[src/rtl/rv_isa_pkg.sv]
// Shared RISC-V ISA constants, instruction-class enum and encoder FIFO entry type.
// Latency: n/a (types and constants only).
// Backpressure: n/a.
// Used by the instruction encoder and the control-path opcode decoder.
package rv_isa_pkg;

    localparam logic [6:0] OPC_R      = 7'b0110011;
    localparam logic [6:0] OPC_LOAD   = 7'b0000011;
    localparam logic [6:0] OPC_STORE  = 7'b0100011;
    localparam logic [6:0] OPC_BRANCH = 7'b1100011;

    typedef enum logic [1:0] {
        CLS_R      = 2'b00,
        CLS_LOAD   = 2'b01,
        CLS_STORE  = 2'b10,
        CLS_BRANCH = 2'b11
    } rv_class_e;

    // The address is carried at full 32 bits so the entry type does not depend
    // on the encoder's ADDR_W; the top zero-extends on push and truncates on pop.
    typedef struct packed {
        logic [31:0] instr;
        logic [31:0] addr;
        logic        err;
    } enc_entry_t;

endpackage

[src/rtl/rv_instr_encoder_if.sv]
// Field-in / word-out handshake bundle of the instruction encoder.
// Latency: n/a (wires only).
// Backpressure: in_ready / out_ready carried here; slave = encoder, master = producer/consumer.
// Signals: flush, in_valid/in_ready/in_class/in_rd/in_rs1/in_rs2/in_funct3/in_funct7/in_imm,
//          out_valid/out_ready/out_instr/out_addr/out_err.
interface rv_instr_encoder_if #(
    parameter int ADDR_W = 10
);
    logic              flush;
    logic              in_valid;
    logic              in_ready;
    logic [1:0]        in_class;
    logic [4:0]        in_rd;
    logic [4:0]        in_rs1;
    logic [4:0]        in_rs2;
    logic [2:0]        in_funct3;
    logic [6:0]        in_funct7;
    logic [12:0]       in_imm;
    logic              out_valid;
    logic              out_ready;
    logic [31:0]       out_instr;
    logic [ADDR_W-1:0] out_addr;
    logic              out_err;

    modport slave (
        input  flush, in_valid, in_class, in_rd, in_rs1, in_rs2, in_funct3, in_funct7, in_imm,
        input  out_ready,
        output in_ready, out_valid, out_instr, out_addr, out_err
    );

    modport master (
        output flush, in_valid, in_class, in_rd, in_rs1, in_rs2, in_funct3, in_funct7, in_imm,
        output out_ready,
        input  in_ready, out_valid, out_instr, out_addr, out_err
    );
endinterface

[src/rtl/enc_fifo2.sv]
// Generic two-entry valid/ready buffer with synchronous flush.
// Latency: push in cycle N is visible at the head in cycle N+1 when empty.
// Backpressure: push_rdy = !FULL from registered state only; no path from pop_rdy.
// Ports: clk, rst_n, flush, push_vld/push_rdy/push_dat, pop_vld/pop_rdy/pop_dat.
module enc_fifo2 #(
    parameter type T       = logic [7:0],
    parameter T    RST_VAL = '0
) (
    input  logic clk,
    input  logic rst_n,
    input  logic flush,
    input  logic push_vld,
    output logic push_rdy,
    input  T     push_dat,
    output logic pop_vld,
    input  logic pop_rdy,
    output T     pop_dat
);

    typedef enum logic [1:0] {
        ST_EMPTY = 2'd0,
        ST_ONE   = 2'd1,
        ST_FULL  = 2'd2
    } fifo_st_e;

    fifo_st_e st;
    T         head;
    T         tail;
    logic     push;
    logic     pop;

    assign push_rdy = (st != ST_FULL);
    assign pop_vld  = (st != ST_EMPTY);
    assign pop_dat  = head;
    assign push     = push_vld && push_rdy;
    assign pop      = pop_vld && pop_rdy;

    // The head only changes on a pop or on a push into an empty slot, so the
    // output stays stable while the consumer stalls.
    always_ff @(posedge clk or negedge rst_n) begin
        if (!rst_n) begin
            st   <= ST_EMPTY;
            head <= RST_VAL;
            tail <= RST_VAL;
        end else if (flush) begin
            st <= ST_EMPTY;
        end else begin
            case (st)
                ST_EMPTY: begin
                    if (push) begin
                        head <= push_dat;
                        st   <= ST_ONE;
                    end
                end
                ST_ONE: begin
                    if (push && pop) begin
                        head <= push_dat;
                    end else if (push) begin
                        tail <= push_dat;
                        st   <= ST_FULL;
                    end else if (pop) begin
                        st <= ST_EMPTY;
                    end
                end
                ST_FULL: begin
                    if (pop) begin
                        head <= tail;
                        st   <= ST_ONE;
                    end
                end
                default: st <= ST_EMPTY;
            endcase
        end
    end

endmodule

[src/rtl/rv_instr_encoder.sv]
// RISC-V R/LOAD/STORE/BRANCH field encoder with sequential byte addressing and a 2-word buffer.
// Latency: accept in cycle N -> out_valid in cycle N+1 when the buffer was empty; 1 word/cycle.
// Backpressure: in_ready = buffer not full (registered); outputs held while out_valid && !out_ready.
// Ports: clk, rst_n, bus (rv_instr_encoder_if.slave).
// Option: RV_ENC_RANGE_CHECK_EN enables out_err for non-encodable immediates.
module rv_instr_encoder
    import rv_isa_pkg::*;
#(
    parameter int                ADDR_W    = 10,
    parameter logic [ADDR_W-1:0] BASE_ADDR = '0
) (
    input  logic               clk,
    input  logic               rst_n,
    rv_instr_encoder_if.slave  bus
);

    localparam enc_entry_t ENTRY_RST = '{instr: 32'd0, addr: 32'(BASE_ADDR), err: 1'b0};

    rv_class_e   cls;
    logic [31:0] word;
    logic        err;
    logic        push;
    logic [ADDR_W-1:0] ptr;
    enc_entry_t  push_dat;
    enc_entry_t  head;

    assign cls = rv_class_e'(bus.in_class);

    always_comb begin
        word = 32'd0;
        case (cls)
            CLS_R:      word = {bus.in_funct7, bus.in_rs2, bus.in_rs1, bus.in_funct3,
                                bus.in_rd, OPC_R};
            CLS_LOAD:   word = {bus.in_imm[11:0], bus.in_rs1, bus.in_funct3,
                                bus.in_rd, OPC_LOAD};
            CLS_STORE:  word = {bus.in_imm[11:5], bus.in_rs2, bus.in_rs1, bus.in_funct3,
                                bus.in_imm[4:0], OPC_STORE};
            CLS_BRANCH: word = {bus.in_imm[12], bus.in_imm[10:5], bus.in_rs2, bus.in_rs1,
                                bus.in_funct3, bus.in_imm[4:1], bus.in_imm[11], OPC_BRANCH};
            default:    word = 32'd0;
        endcase
    end

`ifdef RV_ENC_RANGE_CHECK_EN
    // LOAD/STORE carry 12 bits, so bit 12 must be a copy of the sign bit 11;
    // BRANCH offsets are 2-byte aligned, so bit 0 cannot be represented.
    always_comb begin
        err = 1'b0;
        case (cls)
            CLS_LOAD, CLS_STORE: err = (bus.in_imm[12] != bus.in_imm[11]);
            CLS_BRANCH:          err = bus.in_imm[0];
            default:             err = 1'b0;
        endcase
    end
`else
    assign err = 1'b0;
`endif

    assign push     = bus.in_valid && bus.in_ready;
    assign push_dat = '{instr: word, addr: 32'(ptr), err: err};

    // A push that coincides with flush is dropped, so the pointer must not move either.
    always_ff @(posedge clk or negedge rst_n) begin
        if (!rst_n) begin
            ptr <= BASE_ADDR;
        end else if (bus.flush) begin
            ptr <= BASE_ADDR;
        end else if (push) begin
            ptr <= ptr + ADDR_W'(4);
        end
    end

    enc_fifo2 #(
        .T       (enc_entry_t),
        .RST_VAL (ENTRY_RST)
    ) u_fifo (
        .clk      (clk),
        .rst_n    (rst_n),
        .flush    (bus.flush),
        .push_vld (bus.in_valid),
        .push_rdy (bus.in_ready),
        .push_dat (push_dat),
        .pop_vld  (bus.out_valid),
        .pop_rdy  (bus.out_ready),
        .pop_dat  (head)
    );

    assign bus.out_instr = head.instr;
    assign bus.out_addr  = head.addr[ADDR_W-1:0];
    assign bus.out_err   = head.err;

endmodule

[src/flat_wrapper.sv]
// flat-port wrapper written by rule: the top's interface ports become plain ports
module rv_instr_encoder_flat import rv_isa_pkg::*;
#(
    parameter int                ADDR_W    = 10,
    parameter logic [ADDR_W-1:0] BASE_ADDR = '0
)
  (clk, rst_n, bus_flush, bus_in_valid, bus_in_class, bus_in_rd, bus_in_rs1, bus_in_rs2, bus_in_funct3, bus_in_funct7, bus_in_imm, bus_out_ready, bus_in_ready, bus_out_valid, bus_out_instr, bus_out_addr, bus_out_err);
  rv_instr_encoder_if #(.ADDR_W(ADDR_W)) bus_i ();
  input  logic clk;
  input  logic rst_n;
  input wire logic [$bits(bus_i.flush)-1:0] bus_flush;
  input wire logic [$bits(bus_i.in_valid)-1:0] bus_in_valid;
  input wire logic [$bits(bus_i.in_class)-1:0] bus_in_class;
  input wire logic [$bits(bus_i.in_rd)-1:0] bus_in_rd;
  input wire logic [$bits(bus_i.in_rs1)-1:0] bus_in_rs1;
  input wire logic [$bits(bus_i.in_rs2)-1:0] bus_in_rs2;
  input wire logic [$bits(bus_i.in_funct3)-1:0] bus_in_funct3;
  input wire logic [$bits(bus_i.in_funct7)-1:0] bus_in_funct7;
  input wire logic [$bits(bus_i.in_imm)-1:0] bus_in_imm;
  input wire logic [$bits(bus_i.out_ready)-1:0] bus_out_ready;
  output wire logic [$bits(bus_i.in_ready)-1:0] bus_in_ready;
  output wire logic [$bits(bus_i.out_valid)-1:0] bus_out_valid;
  output wire logic [$bits(bus_i.out_instr)-1:0] bus_out_instr;
  output wire logic [$bits(bus_i.out_addr)-1:0] bus_out_addr;
  output wire logic [$bits(bus_i.out_err)-1:0] bus_out_err;
  assign bus_i.flush = bus_flush;
  assign bus_i.in_valid = bus_in_valid;
  assign bus_i.in_class = bus_in_class;
  assign bus_i.in_rd = bus_in_rd;
  assign bus_i.in_rs1 = bus_in_rs1;
  assign bus_i.in_rs2 = bus_in_rs2;
  assign bus_i.in_funct3 = bus_in_funct3;
  assign bus_i.in_funct7 = bus_in_funct7;
  assign bus_i.in_imm = bus_in_imm;
  assign bus_i.out_ready = bus_out_ready;
  assign bus_in_ready = bus_i.in_ready;
  assign bus_out_valid = bus_i.out_valid;
  assign bus_out_instr = bus_i.out_instr;
  assign bus_out_addr = bus_i.out_addr;
  assign bus_out_err = bus_i.out_err;
  rv_instr_encoder #(.ADDR_W(ADDR_W), .BASE_ADDR(BASE_ADDR)) u_core (.clk(clk), .rst_n(rst_n), .bus(bus_i));
endmodule
[config.mk]
export PLATFORM = sky130hd
export DESIGN_NAME = rv_instr_encoder_flat
export DESIGN_NICKNAME = d
export VERILOG_FILES = /design/src/rtl/rv_isa_pkg.sv /design/src/rtl/rv_instr_encoder_if.sv /design/src/rtl/enc_fifo2.sv /design/src/rtl/rv_instr_encoder.sv /design/src/flat_wrapper.sv
export SDC_FILE = /design/constraint.sdc
export NUM_CORES = 1
export LEC_CHECK = 0
export ABC_AREA = 1
export CORE_ASPECT_RATIO = 0.6
export CORE_MARGIN = 1
export CORE_UTILIZATION = 30
export DETAILED_ROUTE_END_ITERATION = 7
export GPL_ROUTABILITY_DRIVEN = 0
export MAX_ROUTING_LAYER = met4
export SYNTH_ARGS = -nofsm -noshare
export SYNTH_HDL_FRONTEND = slang
export SYNTH_SLANG_ARGS = --single-unit
[constraint.sdc]
create_clock -name clk -period 1.55 [get_ports clk]
set_input_delay 0.465 -clock clk [delete_from_list [all_inputs] [get_ports clk]]
set_output_delay 0.465 -clock clk [all_outputs]
set_load 0.01 [all_outputs]
Word level (Yosys, flattened, before mapping):

Index checks and enable logic that the tools add are counted.

* register bits after elaboration: 97
* input port bits: 45
* output and inout bits: 45
* word-level logic and storage cells: 48

* $add $sub $neg: 1
* equal/unequal tests: 13
* multiplexer cells: 14
* bitwise operators: 2
* reductions and logical operators: 11

Operators with widths (count)
* $mux W65: 3
* $pmux W65 S3: 1
* $pmux W32 S4: 1
* $mux W10: 2
* $mux W2: 6
* $add A10 B3 Y10 const B: 1
* $ne A3 B3 Y1 const B: 3
* $ne A2 B2 Y1 const B: 4
* $reduce_and A4 Y1: 2
* $eq A2 B2 Y1 const B: 3
* $pmux W2 S3: 1
* $reduce_and A5 Y1: 1
* $eq A2 B1 Y1 const B: 2
* $logic_not A2 Y1: 2
* $ne A4 B4 Y1 const B: 1
* $reduce_bool A2 Y1: 2
* $logic_and A1 B1 Y1: 3
* $reduce_bool A3 Y1: 1
* $not A1 Y1: 2

Depth between registers and ports, before layout:

Gate-level depths: netlist of the first run.

* depth after elaboration: 7
* mapped depth: 10
* depth with buffers taken out: 9

Cells and area by module:

Synthesis of the first run repeated with hierarchy kept, for this count alone.

* cell total of the unflattened synthesis: 934
* area total of the unflattened synthesis: 7039.3 sq um

By module, submodules not included
* enc_fifo2: times used 1, cells each 813, area each 6349.8 sq um, sequential area each 3303.2 sq um
* rv_instr_encoder: times used 1, cells each 121, area each 689.4 sq um, sequential area each 200.2 sq um

Worst setup path before layout of the first run:

OpenSTA, ideal clock, no wires.

* path kind: input to register
* start point: input bus_in_class[1]
* end point: register, netlist name u_core.u_fifo.pop_dat[53]
* library setup time: 65 ps
* arrival time: 1322 ps
* required time: 1485 ps
* setup slack: 163 ps
* stages on the path: 10
* buffers on the path: 1
* cells stage by stage: buf_2 inv_1 nand2_2 inv_1 nand2_1 nand2_1 nand2_1 o21ai_0 nand2_1 nand2_1

* longest elaborated chain between the ends: 4
* elaborated cells on any way between the ends: 8
* classes of those cells: eq/ne: 3; mux: 4; reduce/logical: 1

Ends and longest elaborated chain
* from (decl): RTL line flat_wrapper.sv:13 `input wire logic [$bits(bus_i.in_class)-1:0] bus_in_class;`
* $eq A2 B2 Y1 (tied with other cells): RTL line rv_instr_encoder.sv:31 `case (cls)`
* $pmux W32 S4 *: RTL line rv_instr_encoder.sv:31
* $mux W65 (on tied branches): RTL line enc_fifo2.sv:56, enc_fifo2.sv:50
* $pmux W65 S3 *: RTL line enc_fifo2.sv:48 `case (st)`

Mark *: on every way between the ends. The rest lies on a longest branch, timed or not. The select of a mux whose other input is x is not followed.
A chain may end at the register's enable or synchronous reset.

Worst setup path in the final report of the first run:

* start point: register u_core.u_fifo.st[0]
* end point: output bus_out_valid

* longest elaborated chain between the ends: 1

Ends and longest elaborated chain
* from (decl): RTL line enc_fifo2.sv:26 `fifo_st_e st;`
* from (signal assigned): RTL line enc_fifo2.sv:42 `st <= ST_EMPTY;`
* from (signal assigned): RTL line enc_fifo2.sv:46 `st <= ST_EMPTY;`
* from (signal assigned): RTL line enc_fifo2.sv:52 `st <= ST_ONE;`
* $reduce_bool A2 Y1: RTL line enc_fifo2.sv:33 `assign pop_vld = (st != ST_EMPTY);`
* to (decl): RTL line flat_wrapper.sv:22 `output wire logic [$bits(bus_i.out_valid)-1:0] bus_out_valid;`

No other way between the ends.

==> results of run 1 <==
-- logic make-up after synthesis --
group | Yosys count
flip-flops | 84
buffers and inverters | 76
other | 1
AND/OR/NAND/NOR | 270
adder cells (fa/ha/maj) | 1
AO/OA/AOI/OAI | 84
-- power by group --
group / total, mW / internal [mW] / switching (mW)
Sequential: 2.98 / 2.73 / 0.248
Clock: 2.22 / 1.34 / 0.879
Combinational: 1.87 / 0.852 / 1.01
Total: 7.06 / 4.92 / 2.14
-- worst max-delay path, cell delays in order (launching register included) --
cell,delay [ps]
dfrtp_1,410
nor2_2,130
inv_1,60
buf_2,130
-- timing repair --
item	4_1_cts	5_1_grt
resized for setup	55	16
buffers inserted	2	4
gates cloned	0	7
setup endpoints to repair	94	69
pin swaps	2	5
hold buffers	0	0
-- cell type report --
| class | count | area (um2) |
|---|---|---|
| clock buffer | 13 | 260 |
| clock inverter | 3 | 45.0 |
| fill | 1291 | 7210 |
| inverter | 47 | 181 |
| multi-input combinational | 360 | 1650 |
| sequential | 84 | 2100 |
| tap | 170 | 213 |
| timing repair buffer | 127 | 1350 |
-- how the worst max path moves through the flow --
stage,depth (start not counted),to,start,slack [ps]
after floorplan,10,u_core.u_fifo.pop_dat[53],bus_in_class[1],160
after detailed placement,8,u_core.u_fifo.pop_dat[64],bus_in_valid,-450
after global placement,8,u_core.u_fifo.pop_dat[52],bus_in_valid,-400
after global routing,3,bus_out_valid,u_core.u_fifo.st[0],-50
final,3,bus_out_valid,u_core.u_fifo.st[0],10
after CTS,9,u_core.u_fifo.pop_dat[5],u_core.u_fifo.st[1],-3
-- layer usage --
layer / up-vias / GRT usage / share of wire
li1: 1844 / - / -
met1: 1793 / 0.240 / 0.51
met2: 106 / 0.255 / 0.43
met3: 12 / 0.0501 / 0.051
met4: 0 / 0.0408 / 0.0067
met5: - / - / 0
-- flip-flops by register name, indices dropped and copies added, names as in the netlist --
signal and flops:
u_core.u_fifo.pop_dat 37, u_core.u_fifo.st 2, u_core.ptr 8, u_core.u_fifo.tail 37
-- per-stage QoR --
step | std cells | worst slack (ps) | instance area (um2)
finish | 804 | 9.87 | 5810
global route | 804 | -49.9 | 5810
CTS | 793 | -2.76 | 5560
detailed placement | 775 | -454 | 5270
global placement | 775 | -396 | 5270
floorplan | 520 | 163 | 4080
-- cells in the final DEF (no fill, tap or decap), drive strengths merged --
cell,Yosys,final
a21oi,5,5
a31oi,1,1
buf,25,40
bufinv,0,1
clkbuf,4,19
clkdlybuf4s50,0,39
clkinvlp,0,2
conb,1,5
dfrtp,84,84
dlygate4sd2,0,40
dlymetal6s2s,0,2
ha,1,1
inv,46,47
nand2,232,232
nand3,14,14
nand4,4,4
nor2,18,18
nor3,1,1
o211ai,22,22
o21ai,56,56
or2,1,1
-- synthesized netlist by cell type, types with 2 or more instances --
master,count,area share
clkbuf_1,4,0.0037
buf_6,3,0.0083
o211ai_1,12,0.022
nand3_1,14,0.017
nand2_1,231,0.21
o21ai_0,34,0.042
o211ai_2,10,0.031
inv_2,4,0.0037
a21oi_1,5,0.0062
nand4_1,4,0.0062
buf_2,12,0.015
nor2_2,2,0.0031
nor2_1,15,0.014
o21ai_1,22,0.027
buf_4,10,0.018
inv_1,42,0.039
dfrtp_1,84,0.52
==> results.ini, run 1 <==
[worst_hold_path]
min_path_type=primary input to asynchronous set/reset pin

[flow_run]
cap_violations=0

[sta]
setup_tns_ps=0
final-hold-violation-count=0
clock.fmax_mhz=649
slew_viol_final=0
layout_min_cycle_time_ps=1540
skew_ps=7.69
whs_ps=10.1
setup_viol=0
rsz0062_at_grt=true
fin_crit_sh=0.994

[yosys]
syn_area_um2=4070
syn_inst=516
synth-main-ff-cell=dfrtp_1
synth_area_per_cell_um2=7.88
ys_async_sr_fraction=1.00
yosys_warnings=0
synth_compound_area_frac=0.130
synth_xor_area_frac=0
ys_seq_area_frac=0.517
ys_types=25
synth-simple-area-share=0.261
synth-edff-count=0
synthMuxAreaShare=0
synth.ff_latch_count=84
synth_fa_ha_area_frac=0.00308
synth_top_family_by_area=simple AND/OR/NAND/NOR gates

[power]
powerDensity_nw_per_um2=1220
p_total_mw=7.06
peakVddDrop_mv=0.560
p_leak_nw=2.96

[global_route]
track_usage=0.175
grt_pass1_vias=3616
grt_max_degree=37
grt_first_pass_wirelength_um=18500
grt_overflow_total=0
antenna_found_initial=0

[cells_and_area]
nets=675
fin_util=0.446
diodes=0
drive_gt1_frac=0.137
syn_to_final_growth_pct=42.8

[worst_setup_path]
cp.arrival_ps=1080
cp_max_fo=3
worstSetupPathType=flip-flop to output pin
reg2reg_setup_slack_ps=20
worstPathRequired_ps=1080
cp-start-kind=flip-flop
r2r_start=u_core.u_fifo.st[1]
regToRegEndpoint=u_core.u_fifo.pop_dat[4]
end_kind=output pin
ff2ff_path_depth=9

[clock_network]
clkLatencyLatePin_ps=350
cts.path.max_buffers=2
root_buffer=clkbuf_16
cts_tree=done
clkSlewWorstSetupHoldPaths_ps=60
cts-buffers-inserted=9
cts_max_level=3
clock-sinks=84

[route]
routed_wl_um=12200
num_vias=3755
first_iter_violations=280
postRouteAntennaNets=0
drc_errors=7
routed_via_density=4.67
post_drt_wl_per_cell_um=15.1
dr.pass1.iters=7

[die]
core_um2=13000
num_io_pins=90
die_h_um=92.2
fp-row-count=32
initial_core_util=0.313
dieArea_um2=14000
die_x_um=152

[status]
failed_checks=DRC
outcome=complete, but fails checks

[placed_design]
port_buffers=84
hpwl_um=7980

Power figures use the tool's default switching activity.
==> inputs of run 2 (changes only) <==
--- a/config.mk
+++ b/config.mk
@@ -9,8 +9,10 @@
 export CORE_ASPECT_RATIO = 0.6
 export CORE_MARGIN = 1
 export CORE_UTILIZATION = 30
+export CTS_CLUSTER_SIZE = 25
 export DETAILED_ROUTE_END_ITERATION = 7
 export GPL_ROUTABILITY_DRIVEN = 0
+export GPL_TIMING_DRIVEN = 1
 export MAX_ROUTING_LAYER = met4
 export SYNTH_ARGS = -nofsm -noshare
 export SYNTH_HDL_FRONTEND = slang
==> results of run 2 <==
Same layout as run 1: the final DEF is identical, and so are final timing and power.
